===== config.mk =====
export PLATFORM = sky130hd
export DESIGN_NAME = chunked_addsub_ctrl
export DESIGN_NICKNAME = d
export VERILOG_FILES = /design/src/rtl/chunked_addsub_ctrl.sv
export SDC_FILE = /design/constraint.sdc
export NUM_CORES = 1
export LEC_CHECK = 0
export ABC_AREA = 1
export CORE_MARGIN = 5
export CORE_UTILIZATION = 55
export DETAILED_ROUTE_END_ITERATION = 7
export PLACE_DENSITY = 0.91
export SYNTH_ARGS = -nofsm -noshare
export SYNTH_HDL_FRONTEND = slang
export SYNTH_HIERARCHICAL = 1
export SYNTH_SLANG_ARGS = --single-unit
export TNS_END_PERCENT = 10

===== constraint.sdc =====
create_clock -name clk -period 3.9 [get_ports clk]
set_clock_uncertainty 0.05 [all_clocks]
set_input_delay 0.78 -clock clk [delete_from_list [all_inputs] [get_ports clk]]
set_output_delay 0.78 -clock clk [all_outputs]
set_load 0.03 [all_outputs]

===== src/rtl/chunked_addsub_ctrl.sv =====
// Multi-cycle WIDTH-bit add/subtract built on one shared CHUNK-bit ripple adder.
// Reports unsigned carry/borrow and signed overflow once all chunks are done.
module parametric_RCA #(
  parameter int SIZE = 4
) (
  input  logic [SIZE-1:0] a,
  input  logic [SIZE-1:0] b,
  input  logic            cin,
  output logic [SIZE-1:0] sum,
  output logic            cout
);
  logic [SIZE:0] c;

  assign c[0] = cin;

  for (genvar i = 0; i < SIZE; i++) begin : g_fa
    assign sum[i]   = a[i] ^ b[i] ^ c[i];
    assign c[i+1]   = (a[i] & b[i]) | (c[i] & (a[i] ^ b[i]));
  end

  assign cout = c[SIZE];
endmodule

module chunked_addsub_ctrl #(
  parameter int WIDTH = 16,
  parameter int CHUNK = 4
) (
  input  logic             clk,
  input  logic             rst,
  input  logic             start,
  input  logic             sub,
  input  logic [WIDTH-1:0] a,
  input  logic [WIDTH-1:0] b,
  output logic             busy,
  output logic             done,
  output logic [WIDTH-1:0] result,
  output logic             cout,
  output logic             ovf
);
  localparam int N  = WIDTH / CHUNK;
  localparam int CW = (N > 1) ? $clog2(N) : 1;

  typedef enum logic [1:0] {
    IDLE,
    RUN,
    DONE
  } state_t;

  state_t state, state_n;

  logic [WIDTH-1:0] opa, opb, work, work_n;
  logic [CHUNK-1:0] asum;
  logic             acout;
  logic             carry;
  logic [CW-1:0]    cnt;
  logic             last;
  logic             accept;
  logic             cin_msb;

  parametric_RCA #(.SIZE(CHUNK)) u_rca (
    .a    (opa[CHUNK-1:0]),
    .b    (opb[CHUNK-1:0]),
    .cin  (carry),
    .sum  (asum),
    .cout (acout)
  );

  assign last    = (cnt == CW'(N - 1));
  assign accept  = start && (state == IDLE || state == DONE);
  assign cin_msb = opa[CHUNK-1] ^ opb[CHUNK-1] ^ asum[CHUNK-1];
  assign busy    = (state == RUN);
  assign done    = (state == DONE);

  // Sum chunks enter at the top so the final chunk lands in the MSBs.
  always_comb begin
    work_n = work >> CHUNK;
    work_n[WIDTH-1 -: CHUNK] = asum;
  end

  always_comb begin
    state_n = state;
    unique case (state)
      IDLE:    if (start) state_n = RUN;
      RUN:     if (last) state_n = DONE;
      DONE:    state_n = start ? RUN : IDLE;
      default: state_n = IDLE;
    endcase
  end

  always_ff @(posedge clk) begin
    if (rst) state <= IDLE;
    else     state <= state_n;
  end

  always_ff @(posedge clk) begin
    if (rst) begin
      opa    <= '0;
      opb    <= '0;
      work   <= '0;
      carry  <= 1'b0;
      cnt    <= '0;
      result <= '0;
      cout   <= 1'b0;
      ovf    <= 1'b0;
    end else if (accept) begin
      opa   <= a;
      opb   <= sub ? ~b : b;
      carry <= sub;
      cnt   <= '0;
      work  <= '0;
    end else if (state == RUN) begin
      opa   <= opa >> CHUNK;
      opb   <= opb >> CHUNK;
      work  <= work_n;
      carry <= acout;
      cnt   <= cnt + 1'b1;
      if (last) begin
        result <= work_n;
        cout   <= acout;
        ovf    <= cin_msb ^ acout;
      end
    end
  end
endmodule


==> results_dict.tcl, run 1 <==
set metrics [dict create \
    status "completed" \
    post_cts_resized 0 \
    worstSetupPathType "reg -> out" \
    wl_um 6860 \
    cts_buffer_depth 2 \
    tightest_slew_ps 923 \
    grt_overflow 0 \
    synth_simple_gate_area_share_pct 24.6 \
    cpMaxStageDelayCell "clkdlybuf4s50_1" \
    finalCritPeriodShare_pct 70.5 \
    post-route-min-period_ps 2750 \
    fp.coreArea_sq_um 5170 \
    cts_setup_buffers 0 \
    die_y_um 83.4 \
    syn-cell-area_sq_um 2960 \
    hold_buffers 0 \
    io_pins 56 \
    p_int_mw 1.24 \
    drtIter0Drc 203 \
    dieWidth_um 83.4 \
    grt_pass1_vias 2674 \
    diodes 0 \
    area_delta_synth_final_pct 26.7 \
    fin_hold_ws_ps 411 \
    grt_max_degree 37 \
    synthMuxAreaShare_pct 0 \
    netSwitchingPower_mw 0.416 \
    ff2ff_path_depth 14 \
    drc_errors 0 \
    synth_cell_types 24 \
    crit_path_max_incr_delay_ps 730 \
    synth_fp_nets 452 \
    setup_slack_ps 1150 \
    hold_start "opa[15]$_SDFFE_PP0P_" \
    cap_viol_max_count 0 \
    r2r_end "ovf$_SDFFE_PP0P_" \
    clk_pin_slew_worst_paths_ps 70 \
    total_power_mw 1.65 \
    vias_per_cell 5.20 \
    synth_area_leaders "dfxtp_1 (45%), nand2_1 (13%), o21ai_0 (7.8%)" \
    min-delay-path-class "reg -> reg" \
    synth_compound_area_share_pct 15.0 \
    post-place-ws_ps 1170 \
    r2r-start "opa[0]$_SDFFE_PP0P_" \
    crit_buf_inv 3 \
    cp-startpoint "state[0]$_SDFFE_PP0P_" \
    max_freq_mhz 363 \
    grt_pass1_wl_um 11500 \
    crit_arrival_ps 1920 \
    numCtsBuffers 9 \
    swShare_pct 25.2 \
    htreeDepth 3 \
    fin_tns_setup_ps 0 \
    dr.pass1.iters 5 \
    track_usage_pct 20.2 \
    slew_violations 0 \
    wl_per_cell_um 12.8 \
    finalSetupViolations 0 \
    ys_seq_elements 67 \
    pwr_density_cell_nw_per_um2 440 \
    ant_nets 0 \
    layout_commonest_cell "nand2_1" \
    yosysSeqAreaShare_pct 45.3 \
    pwr-share-clk_pct 41.7 \
    start_util_pct 57.3 \
    layout-drive-gt1-share_pct 6.45 \
    endpoint "busy" \
    cts_tree "yes" \
    seqPwrFrac_pct 45.0 \
    clkLatencyLatePin_ps 340 \
    synthAdderAreaFrac_pct 3.13 \
    pwr-share-comb_pct 13.4 \
    final_util_pct 72.5 \
    crit_path_end_kind "primary output" \
    cts_root_buf "clkbuf_8" \
    start_kind "flop" \
    synth_xor_area_share_pct 2.37 \
    cp_top_family "buffers and inverters" \
    cts.sinks 67 \
    synth_top_family_by_area "simple AND/OR/NAND/NOR gates" \
    yosys.area.top_type "dfxtp_1" \
    final_cell_mix "nand2_1 (104), dfxtp_1 (67), clkdlybuf4s50_1 (55)" \
    via_count 2783 \
    p_leak_nw 1.63 \
    dieArea_sq_um 6950 \
    hold_viol 0 \
    cp.depth 4 \
    dp_hpwl_um 4750 \
    reg2reg_slack_ps 1360 \
    rsz0062_at_grt "no" \
    avgSynthCellArea_sq_um 7.21 \
    cp_cell_sequence "inv_2 > nor2_2 > buf_4 > clkdlybuf4s50_1" \
    grt_antenna_before_repair 0 \
    synth_top_area_share_pct 45.3 \
    synth_cells 411 \
    fin_nets 501 \
    rows 26 \
    ys.warnings.count 6 \
    worst_ep_required_time_ps 3070 \
    num-fill-cells 401 \
    port_buffers 55 \
    worstPathMaxFanout 24 \
    vdd_drop_max_uv 284 \
    slew_headroom_pct 38.4 \
    gp_congestion 0.802 \
]
[synth_stat cells (all sizes together)]
cell type	number
a211oi	1
a21oi	40
buf	15
clkbuf	5
dfxtp	67
fa	4
ha	1
inv	46
nand2	107
nand3	22
nor2	41
nor3	4
o21ai	47
or2	3
xor2	8
[power by group through the flow]
stage | Combinational (mW) | Sequential (mW) | Clock (mW)
2_1_floorplan | 0.150 | 0.751 | 0
3_3_place_gp | 0.209 | 0.755 | 0
3_5_place_dp | 0.217 | 0.758 | 0
4_1_cts | 0.219 | 0.742 | 0.698
5_1_grt | 0.249 | 0.747 | 0.727
6_report | 0.221 | 0.742 | 0.688
[routing by layer]
| metal | up-vias | GRT usage (%) | wire length [um] | part of all wire (%) |
|---|---|---|---|---|
| met2 | 103 | 35.9 | 3440 | 50 |
| li1 | 1394 | - | - | - |
| met3 | 19 | 4.16 | 369 | 5.4 |
| met1 | 1267 | 22.3 | 2870 | 42 |
| met5 | - | 0 | 0 | 0 |
| met4 | 0 | 11.1 | 176 | 2.6 |
[metrics by stage]
stage,cell area [sq um],std cells
global placement,3510,519
global route,3750,535
detailed placement,3510,519
finish,3750,535
floorplan,2960,411
CTS,3750,535
[state kept, by name, indices dropped and copies added (netlist names)]
register / flops
opa: 16
opb: 16
result: 16
work: 12
cnt: 2
state: 2
carry: 1
cout: 1
ovf: 1
[cell type report]
class                   instances  area [sq um]  share of cell area (%)
flip-flops and latches         67          1340                    35.8
multi-input cells             278          1340                    35.6
repair buffers                 58           573                    15.3
inverters                      46           173                    4.60
clock buffers                  10           128                    3.40
clock inverters                 6           114                    3.04
well taps                      70          87.6                    2.33
[kinds of logic after synthesis]
| logic type | after synthesis |
|---|---|
| compound gates | 88 |
| flops | 67 |
| fa+ha+maj | 5 |
| xor+xnor | 8 |
| buf+inv | 66 |
| simple gates | 177 |
[worst min-delay path, cell delays in order, from the launching register on]
cell	delay, ps
dfxtp_1	310
nand2_1	60
a21oi_1	50
[worst min-delay path by stage]
stage | endpoint | slack, ps | cells past startpoint
5_1_grt | opa[8]$_SDFFE_PP0P_ | 430 | 2
4_1_cts | opa[15]$_SDFFE_PP0P_ | 410 | 2
3_3_place_gp | opb[14]$_SDFFE_PP0P_ | 400 | 2
6_report | opa[15]$_SDFFE_PP0P_ | 410 | 2
3_5_place_dp | opa[15]$_SDFFE_PP0P_ | 400 | 2
2_1_floorplan | work[4]$_SDFFE_PP0N_ | 390 | 2
Power figures use the tool's default switching activity.
==> run 2: changes to the inputs <==
CORE_UTILIZATION = 47   (was 55)
PLACE_DENSITY = 0.83   (was 0.91)
clock period = 2.27 ns   (was 3.9 ns; I/O delays follow)
==> run 2 against run 1 <==
Compared with the run above:
- the flow now finishes with violations (negative setup slack)
- register-to-register slack got worse by 1600 ps
- via count is 1.5% lower
- critical path depth increased by 10
- sequential share of layout area decreased by 0.62 points
==> results_dict.tcl, run 2 (synthesized netlist as in run 1, its figures left out) <==
set metrics [dict create \
    cap_viol_max_count 0 \
    num-fill-cells 545 \
    drc_errors 0 \
    layout-drive-gt1-share_pct 12.0 \
    reg2reg_slack_ps -210 \
    worstPathMaxFanout 3 \
    via_count 2742 \
    ff2ff_path_depth 14 \
    crit_path_end_kind "flop" \
    clk_pin_slew_worst_paths_ps 70 \
    vias_per_cell 4.98 \
    min-delay-path-class "reg -> reg" \
    crit_top_cell "inv_2" \
    crit_arrival_ps 2690 \
    grt_overflow 0 \
    layout_commonest_cell "nand2_1" \
    wl_per_cell_um 12.1 \
    numCtsBuffers 9 \
    clkLatencyLatePin_ps 330 \
    worst_ep_required_time_ps 2490 \
    grt_pass1_wl_um 11400 \
    dp_hpwl_um 4760 \
    hold_start "work[10]$_SDFFE_PP0N_" \
    start_kind "flop" \
    dr.pass1.iters 4 \
    status "complete, but fails checks" \
    slew_headroom_pct 65.8 \
    fp.coreArea_sq_um 6240 \
    cp_cell_sequence "fa_2 > inv_2 > fa_2 > inv_2 > fa_2 > inv_2 > fa_1 > inv_2 > nand2_2 > inv_2 > nor2_1 > nand2_1 > nand2_2 > a21oi_2" \
    final_cell_mix "nand2_1 (102), dfxtp_1 (66), clkdlybuf4s50_1 (54)" \
    hold_viol 0 \
    final_util_pct 61.2 \
    finalSetupViolations 3 \
    dieWidth_um 89.4 \
    drtIter0Drc 137 \
    crit_buf_inv 5 \
    diodes 0 \
    dpl_cell_area_sq_um 3600 \
    cts_tree "yes" \
    r2r_end "ovf$_SDFFE_PP0P_" \
    post-place-ws_ps -163 \
    hold-path-endpoint "work[6]$_SDFFE_PP0N_" \
    port_buffers 55 \
    track_usage_pct 18.5 \
    setup_slack_ps -209 \
    htreeDepth 3 \
    dieArea_sq_um 7990 \
    die_y_um 89.4 \
    crit_path_max_incr_delay_ps 420 \
    post-route-min-period_ps 2480 \
    fin_tns_setup_ps -265 \
    hold_buffers 0 \
    slew_violations 0 \
    r2r-start "carry$_SDFFE_PP0P_" \
    whs_path_depth 2 \
    area_delta_synth_final_pct 29.0 \
    vdd_drop_max_uv 461 \
    wl_um 6660 \
    start_util_pct 47.5 \
    ant_nets 0 \
    io_pins 56 \
    grt_max_degree 28 \
    tightest_slew_ps 511 \
    rsz0062_at_grt "yes" \
    cp_top_family "adder cells" \
    grt_pass1_vias 2660 \
    finalCritPeriodShare_pct 109 \
    grt_antenna_before_repair 0 \
    cts_setup_buffers 0 \
    fin_nets 511 \
    gp_congestion 0.867 \
    p_leak_nw 1.65 \
    cts_root_buf "clkbuf_8" \
    cts_buffer_depth 2 \
    pwr_density_cell_nw_per_um2 698 \
    worstSetupPathType "reg -> reg" \
    cpMaxStageDelayCell "fa_1" \
    postLayoutCellArea_sq_um 3820 \
    max_freq_mhz 403 \
    top_regs "opa: 16 flops, opb: 16 flops, result: 16 flops" \
    rows 29 \
    failed_checks "negative setup slack" \
    cts.sinks 67 \
    fin_hold_ws_ps 414 \
]
[run 2: changes by cell type in the layout (fill, tap and decap cells not counted), sizes merged]
cell | previous run | this run
bufinv | 3 | 1
buf | 3 | 14
clkdlybuf4s50 | 55 | 54
clkbuf | 10 | 11
[run 2: timing repair]
item                                    4_1_cts  5_1_grt
pin swaps                                     1        0
endpoints found under the setup margin        3        4
resized for setup                             7        3
[run 2: tightest hold or removal path, stage by stage, from the launching register on]
cell and delay, ps:
dfxtp_1 310, inv_1 60, a21oi_1 50
[run 2: per-stage QoR]
stage / cells / total power [mW]
floorplan: 411 / 1.55
global placement: 536 / 1.69
detailed placement: 536 / 1.70
CTS: 551 / 2.69
global route: 551 / 2.81
finish: 551 / 2.67
[run 2: power by group]
group / internal, mW / switching (mW) / leakage [nW]
Combinational: 0.178 / 0.237 / 1.01
Sequential: 1.24 / 0.0399 / 0.547
Clock: 0.558 / 0.417 / 0.0974
[run 2: worst max-delay path by stage]
stage	start	endpoint	depth (start not counted)
finish	carry$_SDFFE_PP0P_	ovf$_SDFFE_PP0P_	14
global route	carry$_SDFFE_PP0P_	ovf$_SDFFE_PP0P_	14
CTS	carry$_SDFFE_PP0P_	ovf$_SDFFE_PP0P_	14
detailed placement	carry$_SDFFE_PP0P_	ovf$_SDFFE_PP0P_	14
global placement	carry$_SDFFE_PP0P_	ovf$_SDFFE_PP0P_	14
floorplan	carry$_SDFFE_PP0P_	ovf$_SDFFE_PP0P_	14
[run 2: metal layers]
layer	vias to the layer above	track usage, %	share of wire, %
met2	66	31.7	49
met5	-	0	0
li1	1412	-	-
met1	1247	21.4	43
met3	17	5.81	5.3
met4	0	7.04	2.5
[run 2: cell type report]
cell class | instances | area [sq um] | share of cell area (%)
flip-flops and latches | 67 | 1340 | 35.1
clock inverters | 4 | 50.0 | 1.31
multi-input cells | 278 | 1360 | 35.6
repair buffers | 68 | 649 | 17.0
well taps | 77 | 96.3 | 2.52
clock buffers | 11 | 151 | 3.96
inverters | 46 | 173 | 4.52
